[src/rtl/saturn_serial_pkg.sv]
// Shared UART definitions: parity modes, transmitter FSM encodings and a parity helper.
// Also consumed by the receive side, so keep encodings stable.
package saturn_serial_pkg;

  localparam int PARITY_NONE = 0;
  localparam int PARITY_ODD  = 1;
  localparam int PARITY_EVEN = 2;

  typedef enum logic [2:0] {
    ST_IDLE   = 3'd0,
    ST_START  = 3'd1,
    ST_DATA   = 3'd2,
    ST_PARITY = 3'd3,
    ST_STOP   = 3'd4
  } tx_state_t;

  // Parity bit over the low data_bits of dat; odd mode inverts the XOR reduction.
  function automatic logic frame_parity(input logic [7:0] dat, input int data_bits, input int mode);
    logic [7:0] mask;
    mask = 8'hFF >> (8 - data_bits);
    return (mode == PARITY_ODD) ? ~(^(dat & mask)) : ^(dat & mask);
  endfunction

endpackage

[src/rtl/saturn_serial_fifo.sv]
// Synchronous show-ahead FIFO; push ignored when full, pop ignored when empty.
// Read data is the head entry combinationally; no push-to-pop bypass.
module saturn_serial_fifo #(
  parameter int WIDTH = 8,
  parameter int DEPTH = 16
) (
  input  logic                     clk,
  input  logic                     reset,
  input  logic                     push,
  input  logic [WIDTH-1:0]         push_dat,
  input  logic                     pop,
  output logic [WIDTH-1:0]         pop_dat,
  output logic                     full,
  output logic                     empty,
  output logic [$clog2(DEPTH):0]   level
);
  localparam int AW = $clog2(DEPTH);

  logic [WIDTH-1:0] mem [DEPTH];
  logic [AW:0]      wr_ptr;
  logic [AW:0]      rd_ptr;
  logic             do_push;
  logic             do_pop;

  // Extra MSB distinguishes full from empty when the index bits match.
  assign empty   = (wr_ptr == rd_ptr);
  assign full    = (wr_ptr[AW] != rd_ptr[AW]) && (wr_ptr[AW-1:0] == rd_ptr[AW-1:0]);
  assign level   = wr_ptr - rd_ptr;
  assign pop_dat = mem[rd_ptr[AW-1:0]];
  assign do_push = push && !full;
  assign do_pop  = pop && !empty;

  always_ff @(posedge clk) begin
    if (do_push) begin
      mem[wr_ptr[AW-1:0]] <= push_dat;
    end
  end

  always_ff @(posedge clk) begin
    if (reset) begin
      wr_ptr <= '0;
      rd_ptr <= '0;
    end else begin
      if (do_push) wr_ptr <= wr_ptr + (AW+1)'(1);
      if (do_pop)  rd_ptr <= rd_ptr + (AW+1)'(1);
    end
  end

endmodule

[src/rtl/saturn_serial_tx.sv]
// Buffered UART transmitter: valid/ready push into a FIFO, frames serialised back to back.
// Idle handshake at edge N pops at N+1 and drops the line after N+1; producer stalls only on a full FIFO.
module saturn_serial_tx
  import saturn_serial_pkg::*;
#(
  parameter int CLK_DIV    = 217,
  parameter int DATA_BITS  = 8,
  parameter int PARITY     = 0,
  parameter int STOP_BITS  = 1,
  parameter int FIFO_DEPTH = 16
) (
  input  logic                          i_clk,
  input  logic                          i_reset,
  input  logic [7:0]                    i_char_to_send,
  input  logic                          i_char_valid,
  output logic                          o_char_ready,
  output logic                          o_serial_tx,
  output logic                          o_serial_busy,
  output logic [$clog2(FIFO_DEPTH):0]   o_fifo_level
);
  localparam int              CW        = $clog2(CLK_DIV);
  localparam logic [CW-1:0]   BAUD_LAST = CW'(CLK_DIV - 1);
  localparam logic [2:0]      DATA_LAST = 3'(DATA_BITS - 1);
  localparam logic [2:0]      STOP_LAST = 3'(STOP_BITS - 1);
  localparam logic [7:0]      DATA_MASK = 8'hFF >> (8 - DATA_BITS);

`ifdef SIM
  if (CLK_DIV < 2 || CLK_DIV > 65535) begin : g_chk_div
    $error("saturn_serial_tx: CLK_DIV must be 2..65535");
  end
  if (DATA_BITS < 5 || DATA_BITS > 8) begin : g_chk_data
    $error("saturn_serial_tx: DATA_BITS must be 5..8");
  end
  if (PARITY < 0 || PARITY > 2) begin : g_chk_par
    $error("saturn_serial_tx: PARITY must be 0, 1 or 2");
  end
  if (STOP_BITS < 1 || STOP_BITS > 2) begin : g_chk_stop
    $error("saturn_serial_tx: STOP_BITS must be 1 or 2");
  end
  if (FIFO_DEPTH < 2 || (FIFO_DEPTH & (FIFO_DEPTH - 1)) != 0) begin : g_chk_depth
    $error("saturn_serial_tx: FIFO_DEPTH must be a power of two >= 2");
  end
`endif

  tx_state_t     state;
  logic [CW-1:0] baud_cnt;
  logic [2:0]    bit_cnt;
  logic [7:0]    shreg;
  logic          par_bit;

  logic          fifo_full;
  logic          fifo_empty;
  logic [7:0]    fifo_dat;
  logic          fifo_push;
  logic          fifo_pop;
  logic          baud_wrap;

  assign baud_wrap     = (baud_cnt == BAUD_LAST);
  assign fifo_push     = i_char_valid && !fifo_full;
  // Popping on the final stop cycle chains frames with no idle gap.
  assign fifo_pop      = !fifo_empty &&
                         ((state == ST_IDLE) ||
                          (state == ST_STOP && baud_wrap && bit_cnt == STOP_LAST));
  assign o_char_ready  = !fifo_full;
  assign o_serial_busy = (state != ST_IDLE) || !fifo_empty;

  saturn_serial_fifo #(
    .WIDTH (8),
    .DEPTH (FIFO_DEPTH)
  ) u_fifo (
    .clk      (i_clk),
    .reset    (i_reset),
    .push     (fifo_push),
    .push_dat (i_char_to_send),
    .pop      (fifo_pop),
    .pop_dat  (fifo_dat),
    .full     (fifo_full),
    .empty    (fifo_empty),
    .level    (o_fifo_level)
  );

  always_ff @(posedge i_clk) begin
    if (i_reset) begin
      state       <= ST_IDLE;
      baud_cnt    <= '0;
      bit_cnt     <= '0;
      shreg       <= '0;
      par_bit     <= 1'b0;
      o_serial_tx <= 1'b1;
    end else begin
      baud_cnt <= baud_wrap ? '0 : baud_cnt + CW'(1);
      case (state)
        ST_IDLE: begin
          baud_cnt    <= '0;
          o_serial_tx <= 1'b1;
        end
        ST_START: begin
          if (baud_wrap) begin
            state       <= ST_DATA;
            bit_cnt     <= '0;
            o_serial_tx <= shreg[0];
            shreg       <= shreg >> 1;
          end
        end
        ST_DATA: begin
          if (baud_wrap) begin
            if (bit_cnt == DATA_LAST) begin
              bit_cnt <= '0;
              if (PARITY != PARITY_NONE) begin
                state       <= ST_PARITY;
                o_serial_tx <= par_bit;
              end else begin
                state       <= ST_STOP;
                o_serial_tx <= 1'b1;
              end
            end else begin
              bit_cnt     <= bit_cnt + 3'd1;
              o_serial_tx <= shreg[0];
              shreg       <= shreg >> 1;
            end
          end
        end
        ST_PARITY: begin
          if (baud_wrap) begin
            state       <= ST_STOP;
            o_serial_tx <= 1'b1;
          end
        end
        ST_STOP: begin
          if (baud_wrap) begin
            if (bit_cnt == STOP_LAST) begin
              state   <= ST_IDLE;
              bit_cnt <= '0;
            end else begin
              bit_cnt <= bit_cnt + 3'd1;
            end
          end
        end
        default: begin
          state       <= ST_IDLE;
          o_serial_tx <= 1'b1;
        end
      endcase

      // Frame load overrides whatever the case decided for this edge.
      if (fifo_pop) begin
        state       <= ST_START;
        baud_cnt    <= '0;
        bit_cnt     <= '0;
        shreg       <= fifo_dat & DATA_MASK;
        par_bit     <= frame_parity(fifo_dat, DATA_BITS, PARITY);
        o_serial_tx <= 1'b0;
      end
    end
  end

endmodule

[config.mk]
export PLATFORM = sky130hd
export DESIGN_NAME = saturn_serial_tx
export DESIGN_NICKNAME = d
export VERILOG_FILES = /design/src/rtl/saturn_serial_pkg.sv /design/src/rtl/saturn_serial_fifo.sv /design/src/rtl/saturn_serial_tx.sv
export SDC_FILE = /design/constraint.sdc
export NUM_CORES = 1
export LEC_CHECK = 0
export CAP_MARGIN = 5
export CORE_ASPECT_RATIO = 0.7
export CORE_MARGIN = 1.5
export CORE_UTILIZATION = 40
export CTS_BUF_LIST = sky130_fd_sc_hd__clkbuf_4
export DETAILED_ROUTE_END_ITERATION = 7
export SETUP_SLACK_MARGIN = 0.15
export SYNTH_ARGS = -nofsm -noshare
export SYNTH_HDL_FRONTEND = slang
export SYNTH_SLANG_ARGS = --single-unit
[constraint.sdc]
create_clock -name i_clk -period 2.3 [get_ports i_clk]
set_input_delay 0.23 -clock i_clk [delete_from_list [all_inputs] [get_ports i_clk]]
set_output_delay 0.23 -clock i_clk [all_outputs]
set_load 0.1 [all_outputs]
**After elaboration in Yosys (flattened, before gate mapping)**

Memories as Yosys holds them, arrays and structs flattened. A register that Yosys moved wholly into a read port is not among the register bits.
Index checks and enable logic that the tools add are counted.

- Add/subtract/negate cells: 5
- Eq/ne operators: 24
- Mux-type cells: 29
- Bitwise operators: 1
- Reductions and logical operators: 23

Operators with widths:

| operator | count |
|---|---|
| $mux W3 | 11 |
| $mux W8 | 4 |
| $ne A3 B2 Y1 const B | 6 |
| $pmux W8 S2 | 1 |
| $pmux W3 S5 | 1 |
| $reduce_and A7 Y1 | 2 |
| $reduce_and A4 Y1 | 3 |
| $add A5 B1 Y5 const B | 2 |
| $ne A2 B2 Y1 const B | 5 |
| $pmux W3 S3 | 1 |
| $reduce_bool A3 Y1 | 3 |
| $add A8 B1 Y8 const B | 1 |
| $eq A8 B8 Y1 const B | 1 |
| $mux W1 | 8 |
| $mux W4 | 2 |
| $logic_and A1 B1 Y1 | 7 |
| $eq A3 B2 Y1 const B | 2 |
| $eq A3 B3 Y1 const B | 2 |
| $logic_not A3 Y1 | 2 |
| $ne A2 B1 Y1 const B | 3 |
| $eq A5 B5 Y1 | 1 |
| $sub A5 B5 Y5 | 1 |
| $eq A4 B4 Y1 | 1 |
| $pmux W1 S4 | 1 |
| 9 further kinds | 11 |

- Register bits: 33
- RAM bits: 128
- Input bits: 11
- Output and inout bits: 8
- Logic and storage cells: 91
- Memories kept: 1

Memories:

| memory | depth | bits a word | read ports | clocked after memory_dff | wr ports | line | RTL |
|---|---|---|---|---|---|---|---|
| u_fifo.mem | 16 | 8 | 1 | 1 | 1 | saturn_serial_fifo.sv:19 | `logic [WIDTH-1:0] mem [DEPTH];` |

**Logic depth before layout (Yosys ltp)**

Gate-level depths: netlist of the first run.

- Depth after elaboration: 8
- Gate-level depth with buffers: 8
- Gate-level depth less buffers: 7

**Modules after synthesis**

Synthesis of the first run repeated with hierarchy kept, for this count alone.

- Cells, all modules: 443
- Area, all modules: 6,896.6 um2

Modules (own cells, without submodules):

| module | instances | cells each | area an instance (um2) | seq. area each (um2) |
|---|---|---|---|---|
| saturn_serial_fifo | 1 | 304 | 5,659.2 | 4,124.0 |
| saturn_serial_tx | 1 | 139 | 1,237.4 | 460.4 |

**Worst setup path before layout of the first run**

No wires, ideal clock.

- Path type: reg2out
- Start: reg u_fifo.wr_ptr[0]
- End: out o_fifo_level[4]
- Arrival: 2.854 ns
- Data required time: 2.070 ns
- Setup slack: -0.784 ns
- Cell stages (with the launch flop): 8
- Path buffers: 0
- Path through: dfxtp_1 inv_1 ha_1 fa_1 inv_1 a21o_1 a21oi_1 xnor2_1

- Word-level cells in the longest chain between the ends: 1

RTL lines:

| item | line | RTL |
|---|---|---|
| start, declared | saturn_serial_fifo.sv:20 | `logic [AW:0] wr_ptr;` |
| start signal, assigned | saturn_serial_fifo.sv:44 | `if (do_push) wr_ptr <= wr_ptr + (AW+1)'(1);` |
| $sub A5 B5 Y5 | saturn_serial_fifo.sv:28 | `assign level = wr_ptr - rd_ptr;` |
| end, declared | saturn_serial_tx.sv:19 | `output logic [$clog2(FIFO_DEPTH):0] o_fifo_level` |

Every way passes these cells.

**Worst setup path in the final report of the first run**

Same ends and word-level chain as after synthesis.

==> reports/results.ini, run 1 <==
[die]
die_h_um=112
start_util_pct=41.4
io_pins=19
rows=39
core-area_um2=16500
fp.dieW_um=159
die_area_um2=17900

[timing]
finalCritPeriodShare_pct=103
slew_violations=0
max_slew_margin_pct=55.4
skew_ps=31.6
setup_tns_ps=-66.1
rsz0062_at_grt=true
timing.hold.ws_ps=481
finalHoldViolCount=0
finalSetupViolCount=1
fmax_mhz=423
worst_slew_pin_slew_ps=664
fin_crit_ps=2370
layout_setup_ws_ps=-66.1

[clocking]
numCtsBuffers=17
cts_root_buf=clkbuf_4
htreeDepth=4
clockBufferDepth=2
holdBufCountCts=0
clock_sinks=165
cts_tree=done
clk_latency_ps=550
cts.clk_slew.worst_paths_ps=180

[route]
viasPerCell=5.34
route.detailed.drc=0
vias=4030
drtIter0Drc=415
ant_nets=0
wl_mm=15.2
first_pass_iters=5
wl_per_cell_um=20.2

[grt]
grt_pass1_wl_mm=23.2
top_usage_layer=met1
track_usage_pct=17.7
grtUsageMet1_pct=26.8
antenna_found_initial=0
met3_usage_pct=5.14
grt_max_degree=29
grt-ovfl-total=0
grt_pass1_vias=3963
use_met2_pct=24.2

[placed_design]
place.gp.congestion=0.881
dp_hpwl_mm=10.0
portBuffers=18

[worst_setup_path]
cp.required_ps=2070
startpoint=u_fifo.wr_ptr[0]$_SDFFE_PP0P_
cp_slowest_cell=dfxtp_4
path_cells=inv_4, ha_4, fa_2, inv_1, a21o_1, a21oi_2, xnor2_2, buf_12
start_kind=flop
worstSetupEndpointType=primary output
crit_buf_inv=3
timing.rr.start=u_fifo.rd_ptr[1]$_SDFFE_PP0N_
crit_type=flop to primary output
crit_family=adder cells
path_max_fanout=2
cp_slowest_stage_delay_ps=400
cp.arrival_ps=2140

[power]
finalPower_mw=7.94
peakVddDrop_uv=833
power.leakage_nw=2.80
p_per_area_nw_per_um2=939

[synthesis]
synth-seq-cells=165
syn_area_um2=6840
synth_commonest_cells=edfxtp_1, nor2_1, dfxtp_1
synthFlopType=edfxtp_1
yosysSeqAreaShare_pct=67.0
avgSynthCellArea_um2=15.4
ys_warn_count=0
netlist_top_cells_area=edfxtp_1, dfxtp_1, mux4_2
synth_nets=471
async_flop_share_pct=0
synthDistinctLibCells=52
synth_top_cell_area_share_pct=56.2
synth_most_common_cell=edfxtp_1
yosysTopAreaCell=edfxtp_1
synth_cells=445
synth_edf_count=128

[hold_path]
worst_hold_path_type=flop to flop
hp-start=shreg[2]$_SDFFE_PP0P_

[final_layout]
syn2layout_area_growth_pct=23.6
utilization_pct=51.1
drive_gt1_share_pct=33.8
fin_nets=542

[run]
drv_cap=0

[outcome]
violations=negative setup slack
status=finished, violations left

per-layer routing:
layer | up-vias | routed length (um)
li1 | 1855 | -
met1 | 2001 | 7130
met2 | 152 | 6530
met3 | 22 | 1330
met4 | 0 | 242
met5 | - | 0
worst min-delay path: cells and delay by family, from the launching register on:
family	cells	cell delay, ps
AO/OA/AOI/OAI	1	60
AND/OR/NAND/NOR	1	50
flip-flops	1	360
cell type report:
class | instances | area (um^2)
clock buffer | 17 | 128
sequential | 165 | 4600
timing repair buffer | 69 | 785
inverter | 27 | 104
fill | 1353 | 8090
multi-input combinational | 236 | 2380
clock inverter | 15 | 174
tap | 225 | 282
antenna | 1 | 2.50
repair_timing:
action                                  4_1_cts  5_1_grt
endpoints found under the setup margin       51      103
pin swaps                                    18       16
cloned                                        0        0
resized for setup                            25       43
setup buffers                                16        4
through the flow:
stage               cell area [um^2]  setup slack [ps]  cells
floorplan                       6990              -131    445
global placement                7720               189    702
detailed placement              7720              94.5    702
CTS                             8230             -77.7    750
global route                    8450              -200    754
finish                          8460             -66.1    755
report_power, final:
group          internal, mW  leakage, nW  switching [mW]  total, mW
clock network         0.522        0.163            1.21       1.73
logic                  1.20         1.17            1.55       2.75
registers              3.36         1.46           0.101       3.46
layout by cell type, fill, tap and decap left out, drive strengths merged, types with 2 or more instances in the layout:
cell type / synthesis / final
or3b: 2 / 2
o221ai: 6 / 6
clkdlybuf4s50: 0 / 10
nand2: 24 / 24
nor3: 8 / 8
dfxtp: 37 / 37
and3: 2 / 2
o21ai: 7 / 7
mux4: 29 / 29
mux2i: 11 / 11
buf: 11 / 59
nor2b: 4 / 4
clkbuf: 6 / 17
nand2b: 5 / 5
a222oi: 4 / 4
a21o: 8 / 8
clkinv: 0 / 4
and2: 3 / 3
nand3: 6 / 6
or3: 4 / 4
a221oi: 6 / 6
nand4: 3 / 3
inv: 27 / 38
a21oi: 13 / 13
nor2: 41 / 41
ha: 14 / 14
xor2: 6 / 6
xnor2: 12 / 12
edfxtp: 128 / 128
kinds of logic (layout without fill, tap and decap cells):
family | Yosys count | after routing | share of synthesized area (%)
xor gates and xnor gates | 18 | 18 | 2.30
DFF | 165 | 165 | 67.0
muxes | 41 | 41 | 11.3
other | 0 | 1 | 0
buffers and inverters | 44 | 128 | 2.74
and+or+nand+nor | 107 | 107 | 7.61
AOI/OAI and AO/OA | 55 | 55 | 6.18
adders and majority gates | 15 | 15 | 2.85
path summary, 6_finish.rpt:
path | slack [ps] | cells after the start | endpoint
max | -70 | 8 | o_fifo_level[4]
min | 480 | 2 | shreg[1]$_SDFFE_PP0P_
max reg2reg | 80 | 9 | shreg[0]$_SDFFE_PP0P_
min reg2reg | 480 | 2 | shreg[1]$_SDFFE_PP0P_
flip-flops by register name (all words and copies together) (netlist names), named ones only:
register       cells
bit_cnt            3
u_fifo.mem       128
state              3
o_serial_tx        1
u_fifo.rd_ptr      5
baud_cnt           8
u_fifo.wr_ptr      5
shreg              8
(Power assumes the default switching activity.)
==> inputs of run 2 (changes only) <==
--- a/config.mk
+++ b/config.mk
@@ -11,6 +11,7 @@
 export CORE_UTILIZATION = 40
 export CTS_BUF_LIST = sky130_fd_sc_hd__clkbuf_4
 export DETAILED_ROUTE_END_ITERATION = 7
+export GPL_TIMING_DRIVEN = 0
 export SETUP_SLACK_MARGIN = 0.15
 export SYNTH_ARGS = -nofsm -noshare
 export SYNTH_HDL_FRONTEND = slang
==> run 2 against run 1 <==
Net effect: the flow still finishes with violations (negative setup slack); highest routed layer unchanged; register-to-register slack lost 110 ps; sequential share of layout area shrank 1.9 points; clock-buffer cell count grew 2; clock skew shrank 11 ps.
==> reports/results.ini, run 2 (same netlist as run 1, synthesis figures left out) <==
[route]
route.detailed.drc=0  ; unchanged
vias=4154  ; +3.1%
viasPerCell=5.40  ; +1.2%
ant_nets=0  ; unchanged
wl_per_cell_um=20.8  ; +3.1%
first_pass_iters=5  ; unchanged
drtIter0Drc=452  ; +8.9%
wl_mm=16.0  ; +5.0%

[final_layout]
fin_nets=557  ; +2.8%
largest_reg_flops=128  ; unchanged
final_cell_mix=edfxtp_1, dfxtp_1, mux4_2, nor2_1, buf_4
utilization_pct=53.0  ; +1.9 points
antennaDiodeCount=0  ; -1
drive_gt1_share_pct=37.3  ; +3.5 points
fillers=1307  ; -3.4%
final_common_cell=edfxtp_1
syn2layout_area_growth_pct=28.0

[timing]
max_slew_margin_pct=36.1  ; -19 points
fmax_mhz=425  ; +0.56%
finalHoldViolCount=0  ; unchanged
timing.hold.ws_ps=465  ; -15.9 ps
skew_ps=20.9  ; -10.7 ps
fin_crit_ps=2350  ; -13.3 ps
setup_tns_ps=-221  ; -155 ps
worst_slew_pin_slew_ps=962  ; +298 ps
finalSetupViolCount=8  ; +7
finalCritPeriodShare_pct=102  ; -0.58 points
layout_setup_ws_ps=-52.8  ; +13.3 ps
rsz0062_at_grt=true
slew_violations=0  ; unchanged

[die]
io_pins=19  ; unchanged
die_area_um2=17900  ; unchanged
core-area_um2=16500  ; unchanged
start_util_pct=41.4  ; unchanged
rows=39  ; unchanged
fp.dieW_um=159  ; unchanged
die_h_um=112  ; unchanged

[worst_setup_path]
start_kind=flop
worstSetupEndpointType=primary output
crit_type=flop to primary output
cp.arrival_ps=2120  ; -20 ps
cp.required_ps=2070  ; about the same
path_max_fanout=2  ; unchanged

[grt]
grt_max_degree=17  ; -41%
antenna_found_initial=0  ; unchanged
grt-ovfl-total=0  ; unchanged
grt_pass1_vias=4084  ; +3.1%
track_usage_pct=18.7  ; +1.0 points
grt_pass1_wl_mm=24.2  ; +4.2%

[clocking]
htreeDepth=4  ; unchanged
cts_tree=done
clockBufferDepth=2  ; unchanged
clock_sinks=165  ; unchanged
numCtsBuffers=17  ; unchanged
cts_root_buf=clkbuf_4
cts.clk_slew.worst_paths_ps=150  ; -30 ps
holdBufCountCts=0  ; unchanged
clk_latency_ps=560  ; about the same

[power]
p_per_area_nw_per_um2=919  ; -2.2%
power.leakage_nw=2.85  ; +2.0%
peakVddDrop_uv=992  ; +19%

[placed_design]
dp_slack_ps=-570  ; -665 ps
portBuffers=18  ; unchanged
dp_hpwl_mm=10.0  ; -0.15%
place.gp.congestion=0.822  ; -6.7%

[outcome]
violations=negative setup slack
status=finished, violations left

[run]
drv_cap=0  ; unchanged

[hold_path]
worst_hold_path_type=input pin to flop

[run 2: changes by cell type in the layout (fill, tap and decap cells not counted), moves of 4 or more]
| cell | previous run | this run |
|---|---|---|
| clkinv_8 | 4 | 0 |
| buf_6 | 11 | 20 |
| inv_1 | 25 | 21 |
| inv_8 | 5 | 1 |
| buf_12 | 13 | 21 |
| clkbuf_1 | 0 | 5 |
| clkinvlp_4 | 0 | 4 |
| buf_8 | 5 | 0 |
| nand2_8 | 0 | 4 |
| buf_4 | 30 | 23 |
[run 2: what timing repair did]
item                                    CTS  global route
buffers inserted                         29            20
endpoints found under the setup margin  154           100
pin swaps                                24            22
gates resized for setup                 123            40
hold endpoints to repair                  0             0
[run 2: layout make-up]
cell class,instances,area (um^2),share of cell area [%]
clock buffers,19,143,1.63
well taps,225,282,3.21
repair buffers,67,826,9.42
clock inverters,13,125,1.43
plain buffers,17,146,1.67
flip-flops and latches,165,4600,52.5
multi-input cells,236,2530,28.9
inverters,27,111,1.27
[run 2: power by group]
| part | total [mW] | switching (mW) | internal (mW) |
|---|---|---|---|
| clock network | 1.64 | 1.07 | 0.575 |
| logic | 2.97 | 1.64 | 1.32 |
| registers | 3.44 | 0.0879 | 3.36 |
| total | 8.05 | 2.80 | 5.25 |
[run 2: metal layers]
layer  wire length (um)  share of wire, %  track usage [%]  vias to the layer above
met2               7340                46             28.0                      144
met1               7370                46             27.1                     2118
met4                178               1.1             5.72                        0
met5                  0                 0                0                        -
met3               1110               7.0             4.47                       15
li1                   -                 -                -                     1877
[run 2: through the flow]
stage | power [mW] | instances | area, um^2
after CTS | 7.78 | 749 | 8320
final | 8.05 | 769 | 8760
after global routing | 8.41 | 769 | 8760
after global placement | 5.63 | 688 | 7450
after floorplan | 5.12 | 445 | 6990
after detailed placement | 5.66 | 688 | 7450
[run 2: critical path: stages, from the launching register on]
cell and delay [ps]:
dfxtp_4 390, inv_4 40, ha_4 150, fa_2 360, inv_2 50, a21o_1 120, a21oi_2 60, xnor2_2 140
buf_6 240
[run 2: worst paths after layout]
| path | depth (start not counted) | to | start | slack, ps |
|---|---|---|---|---|
| setup / recovery | 8 | o_fifo_level[4] | u_fifo.wr_ptr[0]$_SDFFE_PP0P_ | -50 |
| setup reg to reg | 11 | u_fifo.mem[3][4]$_DFFE_PP_ | u_fifo.rd_ptr[1]$_SDFFE_PP0N_ | -30 |
| hold reg to reg | 1 | baud_cnt[0]$_SDFF_PP0_ | baud_cnt[0]$_SDFF_PP0_ | 480 |
| hold / removal | 2 | u_fifo.rd_ptr[4]$_SDFFE_PP0N_ | i_reset | 470 |
